### src/rtl/uart_tx_t.sv
// uart_tx_t: buffered 8N1 UART transmitter, a FIFO feeding a bit-serial shifter.
// TXD and busy are registered one cycle behind the state, so nothing from the inputs reaches the pin combinationally.
module uart_tx_t #(
    parameter int CLK_FREQ   = 50_000_000,
    parameter int BAUD       = 115200,
    parameter int FIFO_DEPTH = 16
) (
    input  logic       clk,
    input  logic       rst,
    input  logic [7:0] data_in,
    input  logic       wr_en,
    output logic       full,
    output logic       empty,
    output logic       busy,
    output logic       TXD
);
    localparam int CPB  = CLK_FREQ / BAUD;
    localparam int CW   = (CPB > 1) ? $clog2(CPB) : 1;
    localparam int AW   = $clog2(FIFO_DEPTH);
    localparam int CNTW = AW + 1;
    typedef enum logic [1:0] {IDLE, START, DATA, STOP} state_t;
    state_t        state_q;
    logic [CW-1:0] baud_q;
    logic [2:0]    bit_q;
    logic [7:0]    shift_q;
    logic [7:0]    mem_q [FIFO_DEPTH];
    logic [AW-1:0] wptr_q, rptr_q;
    logic [AW:0]   count_q, count_d;
    logic          push, pop, wrap, txd_q, busy_q;
    // A write while full is dropped even if the shifter pops in the same cycle.
    assign full    = count_q == CNTW'(FIFO_DEPTH);
    assign empty   = count_q == '0;
    assign push    = wr_en && !full;
    assign pop     = state_q == IDLE && !empty;
    assign wrap    = baud_q == CW'(CPB - 1);
    assign count_d = count_q + CNTW'(push) - CNTW'(pop);
    assign TXD     = txd_q;
    assign busy    = busy_q;
    always_ff @(posedge clk)
        if (push) mem_q[wptr_q] <= data_in;
    always_ff @(posedge clk or posedge rst) begin
        if (rst) begin
            wptr_q  <= '0;
            rptr_q  <= '0;
            count_q <= '0;
        end else begin
            wptr_q  <= push ? wptr_q + AW'(1) : wptr_q;
            rptr_q  <= pop ? rptr_q + AW'(1) : rptr_q;
            count_q <= count_d;
        end
    end
    always_ff @(posedge clk or posedge rst) begin
        if (rst) begin
            state_q <= IDLE;
            baud_q  <= '0;
            bit_q   <= '0;
            shift_q <= '0;
            txd_q   <= 1'b1;
            busy_q  <= 1'b0;
        end else begin
            txd_q  <= state_q == START ? 1'b0 : state_q == DATA ? shift_q[0] : 1'b1;
            busy_q <= state_q != IDLE;
            baud_q <= (state_q == IDLE || wrap) ? '0 : baud_q + CW'(1);
            case (state_q)
                IDLE: if (!empty) begin
                    shift_q <= mem_q[rptr_q];
                    state_q <= START;
                end
                START: if (wrap) begin
                    bit_q   <= '0;
                    state_q <= DATA;
                end
                DATA: if (wrap) begin
                    shift_q <= shift_q >> 1;
                    bit_q   <= bit_q + 3'd1;
                    if (bit_q == 3'd7) state_q <= STOP;
                end
                STOP: if (wrap) state_q <= IDLE;
                default: state_q <= IDLE;
            endcase
        end
    end
endmodule

### config.mk
export PLATFORM = sky130hd
export DESIGN_NAME = uart_tx_t
export DESIGN_NICKNAME = d
export VERILOG_FILES = /design/src/rtl/uart_tx_t.sv
export SDC_FILE = /design/constraint.sdc
export NUM_CORES = 1
export LEC_CHECK = 0
export ABC_AREA = 0
export CAP_MARGIN = 20
export CORE_MARGIN = 2
export CORE_UTILIZATION = 31
export DETAILED_ROUTE_END_ITERATION = 10
export PLACE_DENSITY = 0.44
export SLEW_MARGIN = 5
export SYNTH_ARGS = -nofsm -noshare
export SYNTH_HDL_FRONTEND = slang
export SYNTH_SLANG_ARGS = --single-unit
### constraint.sdc
create_clock -name clk -period 3.5 [get_ports clk]
set_clock_uncertainty 0.1 [all_clocks]
set_input_delay 0.7 -clock clk [delete_from_list [all_inputs] [get_ports clk]]
set_output_delay 0.7 -clock clk [all_outputs]
set_load 0.05 [all_outputs]
==> results of run 1 <==
==> kinds of logic (layout without fill, tap and decap cells) <==
group                      Yosys count  count (layout)  synth area share
muxes                               37              37             0.115
and+or+nand+nor                     75              75            0.0577
buffers and inverters               42              84            0.0288
xor gates and xnor gates            17              17            0.0215
adders and majority gates           21              21            0.0391
AOI/OAI and AO/OA                   43              43            0.0474
DFF                                165             165             0.690
==> where the power goes <==
group / internal, mW / total [mW] / leakage (nW) / switching [mW]
clock network: 1.03 / 1.89 / 0.298 / 0.867
logic: 0.250 / 0.598 / 0.936 / 0.348
registers: 2.33 / 2.44 / 1.61 / 0.108
total: 3.61 / 4.93 / 2.84 / 1.32
==> metrics by stage <==
step / total power, mW / hold slack, ns
finish: 4.93 / 0.389
global route: 5.19 / 0.425
CTS: 5.01 / 0.400
detailed placement: 3.10 / 0.388
global placement: 3.08 / 0.378
floorplan: 2.85 / 0.361
==> state kept, by name, summed over array words and instances (netlist names) <==
signal   cells
mem_q      128
wptr_q       4
count_q      5
state_q      2
bit_q        3
busy         1
baud_q       9
rptr_q       4
shift_q      8
TXD          1
==> layout make-up <==
type                            count  area (um2)  share of cell area
Clock inverter                     15         183              0.0227
Sequential cell                   165        4770               0.593
Clock buffer                       17         425              0.0529
Multi-Input combinational cell    193        1970               0.244
Tap cell                          280         350              0.0435
Timing Repair Buffer               28         258              0.0320
Inverter                           24        90.1              0.0112
==> worst max-delay path: cells and delay by family, from the launching register on <==
family,cells,cell delay (ns)
buffers and inverters,2,0.99
adders and majority gates,1,0.15
DFF,1,0.39
and+or+nand+nor,1,0.37
==> synth_stat cells, types with 2 or more instances <==
cell	number
and2_1	10
buf_6	2
nor2_1	18
a22o_1	2
nor3_1	3
nand2_1	12
xor2_1	5
nand4_1	4
mux2_1	2
o211ai_1	2
inv_1	23
xnor2_1	12
ha_1	20
a22oi_1	14
buf_4	2
clkbuf_1	6
mux2_2	3
nand3_1	11
dfrtp_1	36
o22a_1	7
a21oi_1	10
buf_1	5
nor3b_1	2
mux4_2	27
o21ai_0	2
nor2b_1	3
edfxtp_1	128
nor4_1	5
mux4_1	5
==> layer usage <==
metal | wire [um] | vias to the layer above | track usage | part of all wire
met5 | 0 | - | 0 | 0
met1 | 6490 | 1805 | 0.168 | 0.46
li1 | - | 1603 | - | -
met4 | 104 | 0 | 0.0450 | 0.0074
met2 | 7180 | 35 | 0.217 | 0.51
met3 | 218 | 7 | 0.0320 | 0.016
==> final timing paths <==
kind	from	endpoint	slack, ns	cells after the start
max	count_q[3]	empty	0.38	4
min	shift_q[0]	TXD	0.39	2
max reg2reg	count_q[3]	count_q[4]	0.75	14
min reg2reg	shift_q[0]	TXD	0.39	2
max in group asynchronous	rst	TXD	2.33	3
min in group asynchronous	rst	baud_q[4]	0.60	3
==> results.txt, run 1 <==
The flow ran to the end, and the final reports show no timing, DRC or antenna violations. The slowest stage of the critical path is the clkdlybuf4s50_1 cell. The number of CTS-inserted buffers came out at 17. The clock net in this run drives a total of 165 sinks.

The final design utilization is 0.369. The area added between synthesis and finish is 16.4%. Dividing total power by cell area gives a power density of 613 nW/um2. The count of pins over their slew limit came out at 0.

The delay of the slowest critical-path stage came out at 0.91 ns. The count of flip-flops with a built-in enable after synthesis is 128. The worst setup path is of the reg -> out kind. The mean post-synth cell area came out at 17.3 um2.

The die width came out at 153 um. The top cell types in the final layout, fill and taps aside, are edfxtp_1 (128), dfrtp_1 (35), mux4_2 (27). The data arrival time of the worst path is 2.32 ns.

The number of vias in the routed layout is 3450. The H-tree was split into 4 levels. The number of buffers added to fix hold violations after cts is 0. The I/O pin total is 15. In this run the worst path has a maximum fanout of 3. The number of global-route vias before repair is 3810.

The CTS tree is done. The total negative setup slack came out at 0 ns. Based on the critical path, the design can be clocked at up to 321 MHz. The overall fraction of global-route tracks in use is 0.131. The minimum clock period after layout came out at 3.12 ns. The sum of routed wire length over all layers is 14000 um. The number of placed instances, taps included, is 690. In this run the tool buffered the top-level ports with 14 buffer cells. In the synthesized netlist, the number of instances is 400. The starting density of the core came out at 0.317. The region available for standard cell placement spans 21800 um2. Setup repair after global routing left no endpoint under its margin.

The worst ir drop on vdd came out at 260 uV. Entering global routing, the biggest net connects 38 pins. The number of nets in the final layout is 461. The total iterations of the first detailed-routing run came out at 4. The clock input transition at the sequential cells of the worst setup and hold paths came out at 0.07 ns.

The final count of hold timing violations came out at 0. The most frequently used flop master after synthesis is edfxtp_1. STA classifies the critical path endpoint as a primary output. The DRC marker count from the first detailed-route iteration is 170. The sequential area share after synthesis came out at 0.690.

Yosys attributes the largest share of cell area to edfxtp_1 (56%), dfrtp_1 (13%), mux4_2 (8.8%), ha_1 (3.6%), mux4_1 (1.9%). The worst setup path is launched from a flop. The height of the chip is 153 um. The congestion estimate from routability-driven global placement came to 0.710. The longest clock path from root to sink contains 2 buffers. The number of library cell types mapped by synthesis is 48.

The number of nets produced by synthesis is 432. The cell area after synthesis is 6910 um2. The first-pass GRT wire length came out at 22800 um. The max-capacitance violation count came out at 0. The detailed-route vias per instance is 4.78. The initial antenna violation count is 0. For this design the static power due to leakage is 2.84 nW. Once layout is complete, the cells apart from fillers number 722. Once the clock tree was built, the setup fixing pass inserted 0 buffers. The minimum setup slack in the final design is 0.381 ns. The share of final-layout standard cells stronger than drive strength 1 came out at 0.195. The remaining max-slew budget at the tightest pin came out at 0.566. For the worst setup path, the data required time is 2.70 ns. 0 antenna diodes ended up in the layout.

Once placement finished, the instance area stood at 7440 um2. The number of gates given a new drive strength after cts is 0. The DRC violations left came out at 0. For the worst-skew pair, the clock arrives at the later sink with an insertion delay of 0.42 ns. The final antenna-violating net count is 0. After routing the design area is 8050 um2. The slew of the pin with the lowest slew margin came out at 0.649 ns. The total congestion overflow after global routing is 0. The floorplan has 54 rows. Synthesis inferred 165 register bits. The critical path goes through inv_1, ha_1, nor4b_2, clkdlybuf4s50_1. The proportion of register bits with asynchronous set or reset after synthesis came out at 0.224. The placed wire-length estimate after detailed placement came out at 9480 um. Setup violations remaining at the end of the flow were counted as 0.

The commonest non-fill, non-tap cell in the layout is edfxtp_1. The die covers 23500 um2. The worst hold path class is reg -> reg. The worst setup slack after placement is 0.413 ns.

The synthesized design spends more area on one cell type than any other, namely edfxtp_1. The cell at the root of the clock tree is clkbuf_16. The number of fillers in the final layout came out at 2018. In the final routed layout, each cell accounts on average for 19.4 um. The fraction of synthesized cell area taken by the top area cell type came out at 0.556. Yosys printed 0 warnings.

In the finished design, the share of the clock period the worst path needs comes to 0.891.
(Power assumes the default switching activity.)
==> inputs of run 2 (changes only) <==
- PLACE_DENSITY: 0.44 -> 0.55
==> run 2 against run 1 <==
Final cell count is 0.14% lower. Via count hardly changed. Fmax is 1.2% higher.
==> results.txt, run 2 (synthesized netlist as in run 1, its figures left out) <==
The height of the chip is 153 um (unchanged). The destination of the worst hold path is shift_q[2] (was TXD). The DRC marker count from the first detailed-route iteration came out at 323 (was 170).

The routed length per instance is 18.1 um (was 19.4 um). The antenna diode count came out at 0 (unchanged). The startpoint of the worst register-to-register path is count_q[3] (unchanged).

The number of global-route vias before repair came out at 3674 (was 3810). The worst ir drop on vdd came out at 432 uV (was 260 uV). The type of element capturing the critical path is a primary output (unchanged). The number of endpoints failing setup at the final stage came out at 0 (unchanged). The endpoint of the worst-slack reg-to-reg timing path is count_q[4] (unchanged). The fraction of the cycle the final worst path needs came to 0.880 (was 0.891). The DRC violations left came out at 0 (unchanged). Unrepaired setup endpoints after global routing: false (unchanged). The max-capacitance violation count is 0 (unchanged). The placeable core area was 21800 um2 (unchanged). The share of final-layout standard cells stronger than drive strength 1 is 0.186 (was 0.195). The count of buffers inserted at the top-level ports came to 14 (unchanged). The CTS tree is done (unchanged). The clock input transition at the sequential cells of the worst setup and hold paths is 0.07 ns (about the same). The standby leakage power is 2.84 nW (about the same).

The total iterations of the first detailed-routing run came out at 4 (unchanged). The overall fraction of global-route tracks in use is 0.121 (was 0.131). The final estimated routing congestion in global placement was 0.768 (was 0.710). The startpoint of the most critical hold path is shift_q[2] (was shift_q[0]).

The pin count of the biggest net entering global routing is 33 (was 38). The die outline area was 23500 um2 (unchanged). The area added between synthesis and finish is 16.3% (was 16.4%). The number of buffers added to fix hold violations after cts came out at 0 (unchanged). The number of cells traversed by the worst hold path is 1 (was 2). The sum of routed wire length over all layers came to 13000 um (was 14000 um). The remaining max-slew budget at the tightest pin is 0.461 (was 0.566). The flip-flop count of the largest register, all copies and words added is 128 (unchanged). The cell at the root of the clock tree is clkbuf_16 (unchanged).

The number of fillers in the final layout is 2020 (was 2018). The minimum clock period after layout came out at 3.08 ns (was 3.12 ns). The I/O pin total came out at 15 (unchanged). Leading cell types in the layout, fill and taps excluded: edfxtp_1 (128), dfrtp_1 (35), mux4_2 (27) (unchanged). The die width came to 153 um (unchanged). The placed wire-length estimate after detailed placement came out at 8810 um (was 9480 um). The number of rows created at floorplan was 54 (unchanged).

The number of CTS-inserted buffers came out at 17 (unchanged). The highest clock frequency the design can meet is 325 MHz (was 321 MHz). The clock latency reported for the late side of the worst-skew pair came to 0.43 ns (was 0.42 ns). The total negative setup slack is 0 ns (unchanged).

The path depth of the worst reg2reg path is 13 (was 14). The total placed instance area came out at 7400 um2 (was 7440 um2). Leading registers by flop count: mem_q (128), baud_q (9), shift_q (8) (unchanged). The detailed-route vias per instance came to 4.79 (was 4.78). The area occupied by multi-input gates came out at 1940 um2 (was 1970 um2). The final count of hold timing violations is 0 (unchanged). The number of buffers inserted to repair setup after CTS is 0 (unchanged).

The number of nets in the final layout came out at 460 (was 461). Run status: completed (unchanged). The footprint of the flip-flops and latches is 4770 um2 (unchanged). The worst hold path class is reg -> reg (unchanged). The slew of the pin with the lowest slew margin was 0.808 ns (was 0.649 ns).

The data arrival time of the worst path came to 2.28 ns (was 2.32 ns). The first-pass GRT wire length came out at 21000 um (was 22800 um). The number of gates given a new drive strength after cts is 0 (unchanged). The reg-to-reg setup timing slack is 0.64 ns (was 0.75 ns). The worst setup path category was reg -> out (unchanged). The areal power density over the cells came out at 621 nW/um2 (was 613 nW/um2). The total congestion overflow after global routing is 0 (unchanged). The initial antenna violation count is 0 (unchanged). The clock sink total came to 165 (unchanged).

The count of H-tree levels built during CTS is 4 (unchanged). The biggest fanout along the worst timing path came out at 3 (unchanged). The cell area after layout is 8040 um2 (was 8050 um2). The commonest non-fill, non-tap cell in the layout is edfxtp_1 (unchanged).

The register name with the most flops is mem_q (unchanged). The required time at the worst-slack endpoint came out at 2.70 ns (about the same). The starting density of the core was 0.317 (unchanged). The number of vias in the routed layout came out at 3453 (was 3450). The number of buffers on the longest clock path came to 2 (unchanged). The count of pins over their slew limit came out at 0 (unchanged). The final antenna-violating net count is 0 (unchanged). The sort of element at the start of the critical path is a flop (unchanged).
## run 2: worst max-delay path: stages (launching register included)
cell,delay (ns)
dfrtp_1,0.40
inv_1,0.09
ha_1,0.17
nor4b_2,0.31
clkdlybuf4s50_1,0.89
## run 2: layer usage
layer | routed length (um) | global-route usage | up-vias
met4 | 194 | 0.0454 | 0
li1 | - | - | 1598
met1 | 5710 | 0.153 | 1787
met5 | 0 | 0 | -
met2 | 6630 | 0.200 | 58
met3 | 499 | 0.0309 | 10
## run 2: final cells by class
class                      count  area share
clock buffer                  17      0.0529
multi-input combinational    193       0.242
sequential                   165       0.594
tap                          280      0.0436
clock inverter                15      0.0257
timing repair buffer          27      0.0311
inverter                      24      0.0112
## run 2: worst max-delay path by stage
stage | from | endpoint | slack [ns] | cells after the start
2_1_floorplan | count_q[3] | count_q[4] | 0.10 | 13
3_3_place_gp | wr_en | count_q[4] | 0.52 | 12
3_5_place_dp | wr_en | count_q[4] | 0.48 | 12
4_1_cts | count_q[3] | empty | 0.37 | 4
5_1_grt | count_q[3] | empty | 0.21 | 4
6_report | count_q[3] | empty | 0.42 | 4
## run 2: per-stage QoR
step / power, mW / setup WS [ns] / hold slack [ns] / cells / utilization
global route: 5.22 / 0.214 / 0.415 / 721 / 0.368
floorplan: 2.85 / 0.102 / 0.361 / 400 / -
finish: 4.99 / 0.419 / 0.408 / 721 / 0.368
detailed placement: 3.07 / 0.478 / 0.398 / 689 / 0.339
CTS: 5.05 / 0.370 / 0.412 / 721 / 0.368
global placement: 3.05 / 0.524 / 0.391 / 689 / 0.339
## run 2: report_power, final
part	internal [mW]	total, mW	switching [mW]
registers	2.33	2.43	0.103
clock network	1.16	1.97	0.807
logic	0.245	0.589	0.344
total	3.74	4.99	1.25
==> inputs of run 3 (changes only) <==
- ABC_CLOCK_PERIOD_IN_PS: unset -> 2550
- PLACE_DENSITY: 0.55 -> 0.5
- clock period: 3.5 -> 2.55 ns (I/O delays scaled with it)
==> run 3 against run 2 <==
Clock power up 31%. Hold slack worse by 0.018 ns. Combinational power up 75%. Via count up 3.1%. Flip-flop and latch count unchanged. Sequential share of layout area down 2.4 points. Critical endpoint is now count_q[4]. Highest routed layer unchanged.
==> results.txt, run 3 (synthesized netlist as in run 1, its figures left out) <==
Run status: completed (unchanged). The starting density of the core came to 0.317 (unchanged). The clock input transition at the sequential cells of the worst setup and hold paths is 0.06 ns (was 0.07 ns).

The final estimated routing congestion in global placement is 0.725 (was 0.768). The startpoint of the most critical hold path is shift_q[0] (was shift_q[2]). The data arrival time of the worst path came out at 2.71 ns (was 2.28 ns). The clock latency reported for the late side of the worst-skew pair is 0.42 ns (was 0.43 ns). The fraction of the cycle the final worst path needs is 0.967. The critical path's top delay family is adder cells (was buffers and inverters).

The slew of the pin with the lowest slew margin is 0.689 ns (was 0.808 ns). The total iterations of the first detailed-routing run was 4 (unchanged). The worst hold path class is reg -> reg (unchanged). The initial antenna violation count is 0 (unchanged).

The flip-flop count of the largest register, all copies and words added is 128 (unchanged). The total congestion overflow after global routing came out at 0 (unchanged). The portion of total power attributed to sequential cells was 0.482 (was 0.488). The register name with the most flops was mem_q (unchanged).

The area added between synthesis and finish came out at 21.2% (was 16.3%). The antenna diode count is 0 (unchanged). The standby leakage power is 2.97 nW (was 2.84 nW). The number of vias in the routed layout came out at 3559 (was 3453). The hold slack came out at 0.390 ns (was 0.408 ns). The required time at the worst-slack endpoint is 2.80 ns (was 2.70 ns). Leading cell types in the layout, fill and taps excluded: edfxtp_1 (128), dfrtp_1 (35), mux4_2 (27) (unchanged).

The areal power density over the cells is 831 nW/um2 (was 621 nW/um2). The count of pins over their slew limit is 0 (unchanged). The number of nets in the final layout was 481 (was 460). The number of endpoints failing setup at the final stage is 0 (unchanged). The sum of routed wire length over all layers was 13600 um (was 13000 um).

The total net switching power is 1.78 mW (was 1.25 mW). The critical path buffer and inverter count is 5 (was 2). The die outline area is 23500 um2 (unchanged). The count of H-tree levels built during CTS came to 4 (unchanged).

The number of global-route vias before repair is 3679 (was 3674). The number of buffers on the longest clock path came to 2 (unchanged). The number of CTS-inserted buffers came out at 17 (unchanged). The number of fillers in the final layout was 2020 (unchanged).

The type of element capturing the critical path is a flop (was primary output). The highest clock frequency the design can meet came out at 406 MHz. The placed wire-length estimate after detailed placement is 8710 um (was 8810 um). The commonest non-fill, non-tap cell in the layout is edfxtp_1 (unchanged). The combinational share of power is 0.148 (was 0.118).

The delay of the slowest critical-path stage is 0.40 ns (was 0.89 ns). The die width came to 153 um (unchanged). The switching share of power came to 0.256 (was 0.251). The pin count of the biggest net entering global routing is 38 (was 33). The DRC marker count from the first detailed-route iteration was 189 (was 323). The smallest clock period supported by the final layout is computed as 2.47 ns. The final design utilization came to 0.384 (was 0.368). The cell with the most instances on the worst path is inv_2. The clock network power share came to 0.370 (was 0.394). The final count of hold timing violations was 0 (unchanged).

The max-capacitance violation count is 0 (unchanged). The height of the chip came out at 153 um (unchanged). The CTS tree is done (unchanged). The placeable core area was 21800 um2 (unchanged). The overall fraction of global-route tracks in use was 0.123 (was 0.121).

The number of buffers added to fix hold violations after cts is 0 (unchanged). The cell at the root of the clock tree is clkbuf_16 (unchanged). The biggest fanout along the worst timing path came out at 2 (was 3).

The launch point of the critical path is count_q[3] (unchanged). The remaining max-slew budget at the tightest pin came out at 0.540 (was 0.461). The share of final-layout standard cells stronger than drive strength 1 came out at 0.264 (was 0.186). The routed length per instance came out at 18.3 um (was 18.1 um). The DRC violations left is 0 (unchanged). The startpoint of the worst register-to-register path was count_q[3] (unchanged).

The first-pass GRT wire length is 21500 um (was 21000 um). The sort of element at the start of the critical path is a flop (unchanged). The number of rows created at floorplan came out at 54 (unchanged). The worst ir drop on vdd is 422 uV (was 432 uV). The detailed-route vias per instance came out at 4.80 (was 4.79). The total internal power came to 5.18 mW (was 3.74 mW). The final antenna-violating net count came to 0 (unchanged). Leading registers by flop count: mem_q (128), baud_q (9), shift_q (8) (unchanged).

The worst setup path category is reg -> reg (was reg -> out). The count of buffers inserted at the top-level ports is 14 (unchanged). Cells along the critical path: inv_2, ha_4, and4bb_2, nor2b_4, inv_2, ha_4, inv_2, ha_4, inv_2, fa_2, inv_2, a21oi_2, o21bai_1, xnor2_1 (was inv_1, ha_1, nor4b_2, clkdlybuf4s50_1). The clock sink total is 165 (unchanged).

The library cell contributing the largest single delay on the critical path is fa_2 (was clkdlybuf4s50_1). The I/O pin total came out at 15 (unchanged).
## run 3: cell types whose count changed in the layout (fill, tap and decap cells not counted), moves of 2 or more
cell,change
buf_4,+13
buf_12,+10
inv_1,-5
inv_2,+5
ha_1,-4
nor4_1,-4
nor4_2,+4
ha_4,+3
clkdlybuf4s50_1,-2
clkinv_4,+2
inv_6,-2
## run 3: final timing paths
| check | to | slack [ns] | cells after the start |
|---|---|---|---|
| max | count_q[4] | 0.08 | 14 |
| min | TXD | 0.39 | 2 |
| max reg2reg | count_q[4] | 0.08 | 14 |
| min reg2reg | TXD | 0.39 | 2 |
| max in group asynchronous | TXD | 1.58 | 3 |
| min in group asynchronous | wptr_q[0] | 0.40 | 3 |
## run 3: through the flow
stage | power, mW | setup TNS [ns] | cell area, um2 | std cells | setup slack (ns)
4_1_cts | 6.97 | 0 | 8310 | 739 | 0.0297
3_5_place_dp | 4.37 | -0.330 | 7690 | 705 | -0.180
3_3_place_gp | 4.33 | -0.126 | 7690 | 705 | -0.126
6_report | 6.96 | 0 | 8380 | 742 | 0.0840
5_1_grt | 7.28 | -0.0131 | 8380 | 742 | -0.0131
2_1_floorplan | 3.96 | -0.488 | 6960 | 400 | -0.289
## run 3: power by group through the flow
stage | Sequential, mW | Combinational [mW] | Clock (mW)
final | 3.36 | 1.03 | 2.58
after global routing | 3.39 | 1.14 | 2.75
after CTS | 3.35 | 0.985 | 2.64
after detailed placement | 3.41 | 0.959 | 0
after global placement | 3.39 | 0.935 | 0
after floorplan | 3.34 | 0.619 | 0
## run 3: area by class of cell
cell class	instances	area (um2)	area share
multi-input combinational	193	2040	0.244
inverter	24	90.1	0.0108
clock inverter	14	166	0.0199
sequential	165	4770	0.570
timing repair buffer	48	528	0.0630
tap	280	350	0.0418
clock buffer	18	429	0.0512
## run 3: metal layers
layer	part of all wire	GRT usage	wire, um
met2	0.51	0.203	6920
met5	0	0	0
met3	0.031	0.0295	424
met4	0.011	0.0410	146
met1	0.45	0.159	6100
## run 3: tightest hold or removal path, stage by stage, from the launching register on
cell     delay (ns)
dfrtp_1        0.38
inv_1          0.05
a21oi_1        0.06
## run 3: repair_timing
action,in CTS,in global routing
pin swaps,1,3
endpoints found under the setup margin,1,1
resized for setup,3,12
setup buffers,2,3
endpoints found under the hold margin,0,0
